==> config.mk <==
export PLATFORM = sky130hd
export DESIGN_NAME = pipe_stage_reg
export DESIGN_NICKNAME = d
export VERILOG_FILES = /design/src/rtl/pipe_stage_reg.sv
export SDC_FILE = /design/constraint.sdc
export NUM_CORES = 1
export LEC_CHECK = 0
export BUFFER_PORTS_ARGS = -buffer_cell sky130_fd_sc_hd__buf_2
export CORE_MARGIN = 1.5
export CORE_UTILIZATION = 45
export CTS_CLUSTER_DIAMETER = 80
export DETAILED_ROUTE_END_ITERATION = 8
export HOLD_SLACK_MARGIN = 0.1
export PLACE_DENSITY = 0.81
export SYNTH_ARGS = -nofsm -noshare
export SYNTH_HDL_FRONTEND = slang
export SYNTH_SLANG_ARGS = --single-unit
==> constraint.sdc <==
create_clock -name CLK -period 2.5 [get_ports CLK]
set_input_delay 0.5 -clock CLK [delete_from_list [all_inputs] [get_ports CLK]]
set_output_delay 0.5 -clock CLK [all_outputs]
set_load 0.02 [all_outputs]
==> src/rtl/pipe_stage_reg.sv <==
// Pipeline stage register with valid/ready handshake, flush and a saturating bubble counter.
// Define PIPE_SKID_EN for the two-entry skid buffer with a registered in_ready.
module pipe_stage_reg #(
  parameter int DATA_W = 64,
  parameter int CTRL_W = 12,
  parameter int CNT_W  = 16
) (
  input  logic              CLK,
  input  logic              CLR,
  input  logic              in_valid,
  output logic              in_ready,
  input  logic [DATA_W-1:0] in_data,
  input  logic [CTRL_W-1:0] in_ctrl,
  input  logic              flush,
  output logic              out_valid,
  input  logic              out_ready,
  output logic [DATA_W-1:0] out_data,
  output logic [CTRL_W-1:0] out_ctrl,
  output logic [CNT_W-1:0]  bubble_cnt
);

  logic inFire;
  logic outFire;

  assign inFire  = in_valid && in_ready;
  assign outFire = out_valid && out_ready;

  // Starved cycles: downstream ready but nothing to offer; flush does not touch it.
  always_ff @(posedge CLK) begin
    if (CLR) begin
      bubble_cnt <= '0;
    end else if (!out_valid && out_ready && (bubble_cnt != '1)) begin
      bubble_cnt <= bubble_cnt + CNT_W'(1);
    end
  end

`ifdef PIPE_SKID_EN

  typedef enum logic [1:0] {
    EMPTY,
    ONE,
    TWO
  } state_t;

  state_t            state;
  state_t            stateNext;
  logic [DATA_W-1:0] mainData;
  logic [DATA_W-1:0] mainDataNext;
  logic [CTRL_W-1:0] mainCtrl;
  logic [CTRL_W-1:0] mainCtrlNext;
  logic [DATA_W-1:0] skidData;
  logic [DATA_W-1:0] skidDataNext;
  logic [CTRL_W-1:0] skidCtrl;
  logic [CTRL_W-1:0] skidCtrlNext;
  logic              inReadyQ;

  always_comb begin
    stateNext    = state;
    mainDataNext = mainData;
    mainCtrlNext = mainCtrl;
    skidDataNext = skidData;
    skidCtrlNext = skidCtrl;
    if (flush) begin
      stateNext    = EMPTY;
      mainDataNext = '0;
      mainCtrlNext = '0;
      skidDataNext = '0;
      skidCtrlNext = '0;
    end else begin
      case (state)
        EMPTY: begin
          if (inFire) begin
            stateNext    = ONE;
            mainDataNext = in_data;
            mainCtrlNext = in_ctrl;
          end
        end
        ONE: begin
          case ({inFire, outFire})
            2'b11: begin
              mainDataNext = in_data;
              mainCtrlNext = in_ctrl;
            end
            2'b10: begin
              stateNext    = TWO;
              skidDataNext = in_data;
              skidCtrlNext = in_ctrl;
            end
            2'b01: begin
              stateNext    = EMPTY;
              mainDataNext = '0;
              mainCtrlNext = '0;
            end
            default: ;
          endcase
        end
        TWO: begin
          // in_ready is low here, so only the drain path exists.
          if (outFire) begin
            stateNext    = ONE;
            mainDataNext = skidData;
            mainCtrlNext = skidCtrl;
            skidDataNext = '0;
            skidCtrlNext = '0;
          end
        end
        default: stateNext = EMPTY;
      endcase
    end
  end

  always_ff @(posedge CLK) begin
    if (CLR) begin
      state    <= EMPTY;
      mainData <= '0;
      mainCtrl <= '0;
      skidData <= '0;
      skidCtrl <= '0;
      inReadyQ <= 1'b1;
    end else begin
      state    <= stateNext;
      mainData <= mainDataNext;
      mainCtrl <= mainCtrlNext;
      skidData <= skidDataNext;
      skidCtrl <= skidCtrlNext;
      inReadyQ <= (stateNext != TWO);
    end
  end

  assign in_ready  = inReadyQ;
  assign out_valid = (state != EMPTY);
  assign out_data  = mainData;
  assign out_ctrl  = mainCtrl;

`else

  logic              validQ;
  logic [DATA_W-1:0] dataQ;
  logic [CTRL_W-1:0] ctrlQ;

  always_ff @(posedge CLK) begin
    if (CLR || flush) begin
      validQ <= 1'b0;
      dataQ  <= '0;
      ctrlQ  <= '0;
    end else if (inFire) begin
      validQ <= 1'b1;
      dataQ  <= in_data;
      ctrlQ  <= in_ctrl;
    end else if (outFire) begin
      validQ <= 1'b0;
      dataQ  <= '0;
      ctrlQ  <= '0;
    end
  end

  assign in_ready  = !validQ || out_ready;
  assign out_valid = validQ;
  assign out_data  = dataQ;
  assign out_ctrl  = ctrlQ;

`endif

endmodule

==> metrics.txt, run 1 <==
Seq/Total Area, Yosys between 50 and 60%; die area roughly 8000 um2; Sw Ratio between 20% and 30%; GR Layer Usage met3 6.40%; Critical Path RT ~2.8 ns; DRT Pass-1 Iters 5; # DRC 0; max-cap viol count 0; Area Growth Syn to Fin 33.6%; Row Count 31; Top Ports 175; unrepaired setup endpoints after global routing false; CTS resizes 0; GPL Wtd Cong 0.789; prevailing post-synth register cell dfxtp_1; Final period util between 70 and 80%; Clock transition at path regs approximately 0.1 ns; final setup vio count 0; Final Hold Viols 0; Synth Register Bits 93; number of global-route vias before repair slightly above 3000; vias per cell between 5 and 6; Starting Density between 40% and 50%; first-pass GRT wire length around 15 mm; Clock Latency Late Sink approximately 0.34 ns; Yosys top cell by area dfxtp_1; Psw slightly below 0.8 mW; Worst Hold Path Cells 3; cts hold-fix bufs 0; total CTS buffers 9; FFs w/ async S/R, synth 0%; final WL ~9 mm; met1 global-route usage between 20% and 30%; Critical Path Fanout Max 7; share of power burned in registers roughly 51%; status finished clean; setup ws final between 0.5 and 0.6 ns; Crit Path Class register to register; syn nets ~450; area share of the largest cell type after synthesis between 50% and 60%; hold endpoint out_data[50]; gr usage total a little over a fifth; Comb pwr share ~13%; Critical-path top delay cell or4_1; clock power share a little over a third; hold wc startpoint in_data[50]; Die Span Y between 90 and 100 um; Routed Antenna Nets 0; Area contributors post-synth dfxtp_1 54%, a22oi_1 17%, nor2_1 8.7%; flop-to-flop setup slack between 0.5 and 0.6 ns; layout cells sized above 1 38.6%; GRT overflow 0; pin count of the biggest net entering global routing between 70 and 80; critical path startpoint category register; Buffers on Ports 174; Slew Limit Fails 0; internal power approximately 2.3 mW; crit path time final just under 2 ns; Layout Cells excl Fill between 600 and 700; Crit path arrival time 2.21 ns; fin nets just over 600; die width between 90 and 100 um; worst vdd ir between 0.0003 and 0.0004 V; top achievable clock speed between 500 and 600 MHz; Min Hold Slack about 0.40 ns; worst path cell trace nand4_1, or3_4, or4_1, a21oi_1; core area roughly 7300 um2; Mean Syn Cell Area ~9.4 um2; H-tree depth 3; synth warn 0; pwr dens between 600 and 700 nW/um2; Syn Std Cell Area between 3000 and 4000 um2; Reg2Reg Launch Point bubble_cnt[8]; Setup Skew 0.0107 ns; most crowded layer after global routing met2; FF-to-FF End bubble_cnt[15]; r2r worst-path depth 4; CTS sink count 93; crit-path max cell delay roughly 0.53 ns; CTS tree yes; clock root cell clkbuf_8; clk buf depth 2; GR Layer Usage met2 between 30% and 40%; Mapped Cells 367; HPWL Detailed between 6 and 7 mm; pre-CTS setup slack about 0.55 ns; Worst Hold Class input port to register; Leak Pwr between 2 and 2.5 nW; Worst setup EP type register; vias ~3400; Post-synth EDFFs 0; Max-Slew Margin vs Limit roughly 72%; Least-Margin Pin Slew 0.426 ns; Synth cell types 45; initial antenna violation count 0; 1st-iter DRT viols around 160; wire per inst roughly 14 um; DP Cell Count 612; Inserted Diodes 0; Post-CTS Setup Inserts 0; setup TNS 0 ns
[cell usage after synthesis (all sizes together) (5+ instances only)]
cell type / instances
clkbuf: 22
nand3: 11
nand2: 5
a21oi: 5
buf: 10
dfxtp: 93
a22oi: 78
nor2: 80
[metal layers]
| metal | wire (um) | vias to the layer above |
|---|---|---|
| li1 | - | 1652 |
| met1 | 3640 | 1615 |
| met2 | 4640 | 164 |
| met3 | 717 | 10 |
| met4 | 104 | 0 |
| met5 | 0 | - |
[layout make-up]
type / instances / area, um2
fillers: 607 / 2710
repair buffers: 178 / 938
well taps: 99 / 124
inverters: 4 / 15.0
clock inverters: 6 / 95.1
flip-flops and latches: 93 / 1860
clock buffers: 10 / 128
multi-input cells: 238 / 1460
[how the worst max path moves through the flow]
stage	startpoint	to	slack [ns]	depth (start not counted)
2_1_floorplan	bubble_cnt[0]	bubble_cnt[8]	0.67	5
3_3_place_gp	out_ready	bubble_cnt[8]	0.60	5
3_5_place_dp	out_ready	bubble_cnt[8]	0.55	5
4_1_cts	bubble_cnt[4]	bubble_cnt[15]	0.60	4
5_1_grt	bubble_cnt[8]	bubble_cnt[15]	0.47	4
6_report	bubble_cnt[8]	bubble_cnt[15]	0.56	4
[cells in the final DEF, fill, tap and decap left out, drive strengths merged, types with 2 or more instances in the layout]
cell and n:
buf 178, dfxtp 93, nor2 80, a22oi 78, nand3 11, clkbuf 10, inv 6, nand2 5
a21oi 5, or2 4, nor2b 4, o31ai 4, or4 4, nand4 4, nor4 4, nor3 3
o211ai 3, nand2b 2, a31oi 2, o31a 2, o21a 2, a311oi 2, clkinvlp 2, bufinv 2
mux2i 2, or3 2
[worst max-delay path: cells and delay by family, from the launching register on]
| kind | cells | cell delay [ns] |
|---|---|---|
| AND/OR/NAND/NOR | 3 | 1.28 |
| flip-flops | 1 | 0.44 |
| AO/OA/AOI/OAI | 1 | 0.15 |
[per-stage QoR]
stage / total power [mW] / cell area [um2] / utilization (%)
2_1_floorplan: 1.82 / 3460 / -
3_3_place_gp: 1.96 / 4400 / 60.0
3_5_place_dp: 1.97 / 4400 / 60.0
4_1_cts: 3.07 / 4620 / 63.0
5_1_grt: 3.18 / 4620 / 63.0
6_report: 3.04 / 4620 / 63.0
[sequential cells by signal, summed over array words and instances (netlist names)]
name	count
out_data	64
bubble_cnt	16
out_ctrl	12
out_valid	1
[cells by family (layout without fill, tap and decap cells)]
kind of cell	after synthesis	count (layout)	share of synthesized area (%)
AO/OA/AOI/OAI	106	106	22.9
buffers and inverters	36	198	4.38
flip-flops	93	93	53.8
adder cells (fa/ha/maj)	1	1	0.362
AND/OR/NAND/NOR	128	128	17.7
multiplexers	3	3	0.904
[power groups by stage]
stage | Clock [mW] | Combinational, mW | Sequential (mW)
after floorplan | 0 | 0.170 | 1.65
after global placement | 0 | 0.371 | 1.59
after detailed placement | 0 | 0.380 | 1.59
after CTS | 1.13 | 0.381 | 1.56
after global routing | 1.19 | 0.416 | 1.57
final | 1.10 | 0.379 | 1.56
Power figures use the tool's default switching activity.
==> run 2, diff against run 1 <==
Settings changed: ABC_AREA set to 1, PLACE_DENSITY 0.81 to 0.78.
Clock period 2.5 ns to 2.01 ns, I/O delays scaled along.
==> run 2 against run 1 <==
  * The flow now finishes with violations (DRC)
  * Synthesized area up 19%
  * Count of clock-buffer cells in the layout up 1
  * Setup slack worse by 0.18 ns
  * Global-route usage up 0.91 points
  * Critical path depth down 2
  * Clock skew up 0.0066 ns
  * Die area up 19%
  * Non-clock buffer count up 5
  * Largest cell class is now multi-input gates
==> metrics.txt, run 2 <==
status complete, but fails checks; failing checks DRC; gr usage total 22.7% (+0.91 points); clock root cell clkbuf_8; layout cells sized above 1 32.8% (-5.8 points); Leak Pwr 2.23 nW (+6.0%); DP Cell Count 748 (+22%); DRT Pass-1 Iters 9 (+4); GRT overflow 0 (unchanged); prevailing post-synth register cell dfxtp_1; crit-path max cell delay 0.41 ns (-0.12 ns); critical path startpoint category register; Least-Margin Pin Slew 0.822 ns (+0.397 ns); clk buf depth 2 (unchanged); die width 98.8 um (+9.0%); synth warn 0 (unchanged); Critical Path Fanout Max 16 (+9); Placement Cell Area 4940 um2 (+12%); cts hold-fix bufs 0 (unchanged); unrepaired setup endpoints after global routing false; die area 9760 um2 (+19%); Die Span Y 98.8 um (+9.0%); Clock transition at path regs 0.10 ns (about the same); Layout Cells excl Fill 764 (+22%); Comb pwr share 13.2% (+0.7 points); FFs w/ async S/R, synth 0% (unchanged); first-pass GRT wire length 18.5 mm (+26%); Worst Hold Class input port to register; max FFs per register 64 (unchanged); Crit. path cell count 2 (-2); GR Layer Usage met2 37.3% (-1.8 points); Buffers on Ports 174 (unchanged); vias per cell 5.64 (+2.9%); Crit Path Class register to primary output; Setup Skew 0.0173 ns (+0.00659 ns); worst path cell trace nand2_2, buf_2; GPL Wtd Cong 0.811 (+2.8%); Row Count 34 (+9.7%); Starting Density 46.9% (-0.27 points); Reg2Reg Launch Point bubble_cnt[0]; Synth Area in Adders 0.303% (-0.059 points); Worst setup EP type primary output; 1st-iter DRT viols 178 (+13%); Area contributors post-synth dfxtp_1 45%, o211ai_1 14%, nand3_1 11%; Final Hold Viols 0 (unchanged); Worst Setup EP in_ready; flop-to-flop setup slack 0.51 ns (-0.05 ns); r2r worst-path depth 6 (+2); Slew Limit Fails 0 (unchanged); FF-to-FF End bubble_cnt[15]; WP buf/inv 1 (+1); top achievable clock speed 613 MHz; Seq/Total Area, Yosys 45.1% (-8.8 points); clock power share 34.6% (-1.7 points); most crowded layer after global routing met2; share of power burned in registers 52.2% (+0.9 points); Crit path max-delay family flip-flops; mux cell area share after synthesis 0% (-0.90 points); fin nets 733 (+21%); Max-Slew Margin vs Limit 45.2% (-26 points); pre-CTS setup slack 0.364 ns (-0.183 ns); Area Growth Syn to Fin 24.5%; Synth Register Bits 93 (unchanged); Clock Latency Late Sink 0.35 ns (about the same); Final period util between 80% and 90%; GR Layer Usage met3 3.97% (-2.4 points); total CTS buffers 9 (unchanged); initial antenna violation count 0 (unchanged); Crit path arrival time 1.23 ns (-0.98 ns); final WL 11.5 mm (+27%); Psw 1.00 mW (+29%); Yosys top cell by area dfxtp_1; crit path time final 1.63 ns; Mean Syn Cell Area 8.10 um2 (-14%); Synth Area in XOR/XNOR 0% (unchanged); core area 8810 um2 (+20%); CTS sink count 93 (unchanged); Routed Antenna Nets 0 (unchanged); Syn Std Cell Area 4130 um2 (+19%); syn nets 592 (+32%); Synth cell types 20 (-56%); vias 4306 (+25%); Inserted Diodes 0 (unchanged); crit path launch out_valid; worst vdd ir 0.000297 V (-21%); max-cap viol count 0 (unchanged); main combinational cell family by area after synthesis compound AO/OA/AOI/OAI gates; Post-CTS Setup Inserts 0 (unchanged); HPWL Detailed 7.53 mm (+23%); setup TNS 0 ns (unchanged); number of global-route vias before repair 3937 (+26%); Top Ports 175 (unchanged); most frequent cells in the layout 174 x buf_2, 93 x dfxtp_1, 91 x nand3_1; H-tree depth 3 (unchanged); Post-synth EDFFs 0 (unchanged); pin count of the biggest net entering global routing 78 (+1.3%); wire per inst 15.1 um (+4.0%); Critical Path RT 1.61 ns (-1.16 ns); internal power 2.68 mW (+19%); count leader, synth dfxtp_1; CTS resizes 0 (unchanged); CTS tree yes; final setup vio count 0 (unchanged); top post-synthesis cells by count 93 x dfxtp_1, 91 x nand3_1, 88 x a21oi_1; area share of the largest cell type after synthesis 45.1% (-8.8 points); Synth Area in Simple Gates 21.4% (+3.8 points); Sw Ratio 27.2% (+1.6 points); Mapped Cells 510 (+39%); pwr dens 717 nW/um2 (+8.8%); setup ws final 0.379 ns (-0.185 ns); Synth Area in Compound Gates 24.6% (+1.7 points); commonest non-fill, non-tap cell in the layout buf_2; final instance area 5140 um2 (+11%); Critical-path top delay cell dfxtp_1; met1 global-route usage 30.1% (+4.9 points); # DRC 14 (+14)
==> run 2: cell type report <==
class	instances	area, um2
clock inverter	5	58.8
tap	108	135
timing repair buffer	183	976
multi-input combinational	349	1910
fill	799	3660
sequential	93	1860
inverter	15	56.3
clock buffer	11	141
==> run 2: cells by family (layout without fill, tap and decap cells) <==
| group | count (synthesis) | after routing |
|---|---|---|
| adders and majority gates | 1 | 1 |
| AOI/OAI and AO/OA | 165 | 165 |
| DFF | 93 | 93 |
| buffers and inverters | 68 | 214 |
| and+or+nand+nor | 183 | 183 |
==> run 2: tightest hold or removal path, delay by kind of cell <==
kind	cells	cell delay (ns)
AO/OA/AOI/OAI	1	0.06
buffers and inverters	1	0.09
AND/OR/NAND/NOR	1	0.07
==> run 2: worst min-delay path by stage <==
| stage | from | end | slack (ns) | cells after the start |
|---|---|---|---|---|
| after global placement | out_data[48] | out_data[48] | 0.48 | 2 |
| final | in_data[28] | out_data[28] | 0.31 | 3 |
| after CTS | in_data[28] | out_data[28] | 0.29 | 3 |
| after global routing | in_data[24] | out_data[24] | 0.29 | 3 |
| after detailed placement | out_data[27] | out_data[27] | 0.49 | 2 |
| after floorplan | in_ctrl[0] | out_ctrl[0] | 0.56 | 2 |
==> run 2: per-layer routing <==
layer | share of wire, % | wire (um)
met5 | 0 | 0
met4 | 1.5 | 177
met3 | 6.2 | 717
met2 | 49 | 5670
met1 | 43 | 4950
==> run 2: power by group through the flow <==
stage / Sequential, mW / Combinational (mW) / Clock (mW)
6_report: 1.93 / 0.487 / 1.28
5_1_grt: 1.93 / 0.530 / 1.38
4_1_cts: 1.93 / 0.489 / 1.32
3_5_place_dp: 1.97 / 0.487 / 0
3_3_place_gp: 1.97 / 0.477 / 0
2_1_floorplan: 2.03 / 0.245 / 0
==> run 2: per-stage QoR <==
step,utilization (%),hold slack (ns),power (mW)
after global routing,58.4,0.295,3.84
after floorplan,-,0.564,2.28
after global placement,56.1,0.481,2.44
after CTS,58.4,0.290,3.73
final,58.4,0.307,3.69
after detailed placement,56.1,0.489,2.46
==> run 3, diff against run 2 <==
Settings changed: ABC_AREA 1 to 0, PLACE_DENSITY 0.78 to 0.81.
Clock period 2.01 ns to 1.6 ns, I/O delays scaled along.
==> run 3 against run 2 <==
  * The flow finishes with violations (setup timing)
  * Count of clock-buffer cells in the layout is 1 higher
  * Combinational power is 33% higher
  * Sequential share of layout area rose by 2.3 points
  * Critical path type is now register to register
  * Critical endpoint is now bubble_cnt[15]
  * Largest power group unchanged
==> metrics.txt, run 3 (synthesis results as in run 1) <==
status complete, but fails checks; failing checks setup timing; Inserted Diodes 0 (unchanged); final setup vio count 1 (+1); # DRC 0 (-14); setup ws final -0.000245 ns (-0.379 ns); Max-Slew Margin vs Limit 75.0% (+30 points); setup TNS -0.000245 ns (-0.000245 ns); Setup Skew 0.00670 ns (-0.0106 ns); critical path startpoint category register; Worst Hold Class input port to register; clock root cell clkbuf_8; Final Hold Viols 0 (unchanged); vias per cell 5.43 (-3.7%); Crit path arrival time 1.89 ns (+0.66 ns); pin count of the biggest net entering global routing 78 (unchanged); # fillers 595 (-26%); Crit path max-delay family simple AND/OR/NAND/NOR gates; unrepaired setup endpoints after global routing true; max-cap viol count 0 (unchanged); crit path time final between 1.5 and 2 ns; Die Span Y 90.7 um (-8.2%); Area Growth Syn to Fin 41.9%; core area 7330 um2 (-17%); first-pass GRT wire length 16.0 mm (-13%); Buffers on Ports 174 (unchanged); WP buf/inv 1 (unchanged); Leak Pwr 2.25 nW (+0.91%); initial antenna violation count 0 (unchanged); final WL 9.84 mm (-15%); Worst setup EP type register; Top Ports 175 (unchanged); most frequent cells in the layout 174 x buf_2, 81 x dfxtp_1, 80 x nor2_1; max FFs per register 64 (unchanged); Clock transition at path regs 0.09 ns (about the same); commonest non-fill, non-tap cell in the layout buf_2; HPWL Detailed 6.81 mm (-9.5%); GRT overflow 0 (unchanged); Clock Latency Late Sink 0.35 ns (about the same); cts hold-fix bufs 0 (unchanged); pwr dens 980 nW/um2 (+37%); worst vdd ir 0.000657 V (+120%); wire per inst 15.1 um (about the same); worst path cell trace nand4_1, buf_4, or3_4, or4_1, a21oi_1; Least-Margin Pin Slew 0.371 ns (-0.451 ns); Row Count 31 (-8.8%); Critical-path top delay cell or4_1; Starting Density 47.2% (+0.27 points); die width 90.7 um (-8.2%); top achievable clock speed ~620 MHz; Slew Limit Fails 0 (unchanged); Critical Path RT 1.89 ns (+0.28 ns); Routed Antenna Nets 0 (unchanged); 1st-iter DRT viols 152 (-15%); Critical Path Fanout Max 5 (-11); number of global-route vias before repair 3426 (-13%); clk buf depth 2 (unchanged); die area 8220 um2 (-16%); total CTS buffers 9 (unchanged); layout cells sized above 1 45.9% (+13 points); Power Total 4.81 mW (+30%); H-tree depth 3 (unchanged); crit-path max cell delay 0.47 ns (+0.06 ns); gr usage total 23.9% (+1.1 points); Crit Path Class register to register; GPL Wtd Cong 0.873 (+7.6%); CTS sink count 93 (unchanged); Final period util 100%; DRT Pass-1 Iters 5 (-4); vias 3539 (-18%); CTS tree yes; fin nets 630 (-14%)
-- run 3: worst register-to-register path, delay by kind of cell, from the launching register on --
kind | cells | cell delay, ns
AO/OA/AOI/OAI | 1 | 0.13
buffers and inverters | 1 | 0.17
flip-flops | 1 | 0.34
AND/OR/NAND/NOR | 3 | 0.90
-- run 3: cell type report --
type                            count  area [um2]  share of cell area, %
Sequential cell                    93        1890                   38.5
Multi-Input combinational cell    238        1530                   31.3
Inverter                            4        15.0                  0.306
Timing Repair Buffer              202        1120                   22.8
Clock buffer                       12         176                   3.60
Clock inverter                      4        51.3                   1.05
Tap cell                           99         124                   2.52
-- run 3: worst paths after layout --
kind	from	to	slack, ns	cells past startpoint
setup / recovery	bubble_cnt[8]	bubble_cnt[15]	-0.0002	5
hold / removal	in_data[42]	out_data[42]	0.21	3
setup reg to reg	bubble_cnt[8]	bubble_cnt[15]	-0.0002	5
hold reg to reg	out_data[1]	out_data[1]	0.50	2
-- run 3: routing by layer --
layer / vias to the layer above / routed length (um) / track usage, %
met2: 134 / 4980 / 40.0
met5: - / 0 / 0
met4: 0 / 258 / 10.1
met3: 21 / 663 / 6.06
li1: 1696 / - / -
met1: 1688 / 3930 / 29.0
-- run 3: what timing repair did --
| action | 4_1_cts | 5_1_grt |
|---|---|---|
| cloned | 0 | 0 |
| pin swaps | 2 | 4 |
| endpoints found under the setup margin | 7 | 13 |
| buffers inserted | 2 | 3 |
| gates resized for setup | 6 | 12 |
-- run 3: power by group --
group	total (mW)	switching (mW)	internal [mW]
logic	0.649	0.369	0.279
clock network	1.73	0.823	0.906
registers	2.43	0.0457	2.39
-- run 3: metrics by stage --
step                      worst slack [ns]  util, %  cells  area (um2)  hold WS (ns)
after CTS                          -0.0599     65.9    649        4830         0.200
after global placement             -0.0216     62.3    631        4570         0.473
final                            -0.000245     66.9    652        4910         0.211
after floorplan                    -0.0509        -    367        3500         0.442
after detailed placement            -0.120     62.3    631        4570         0.483
after global routing               -0.0833     66.9    652        4910         0.206
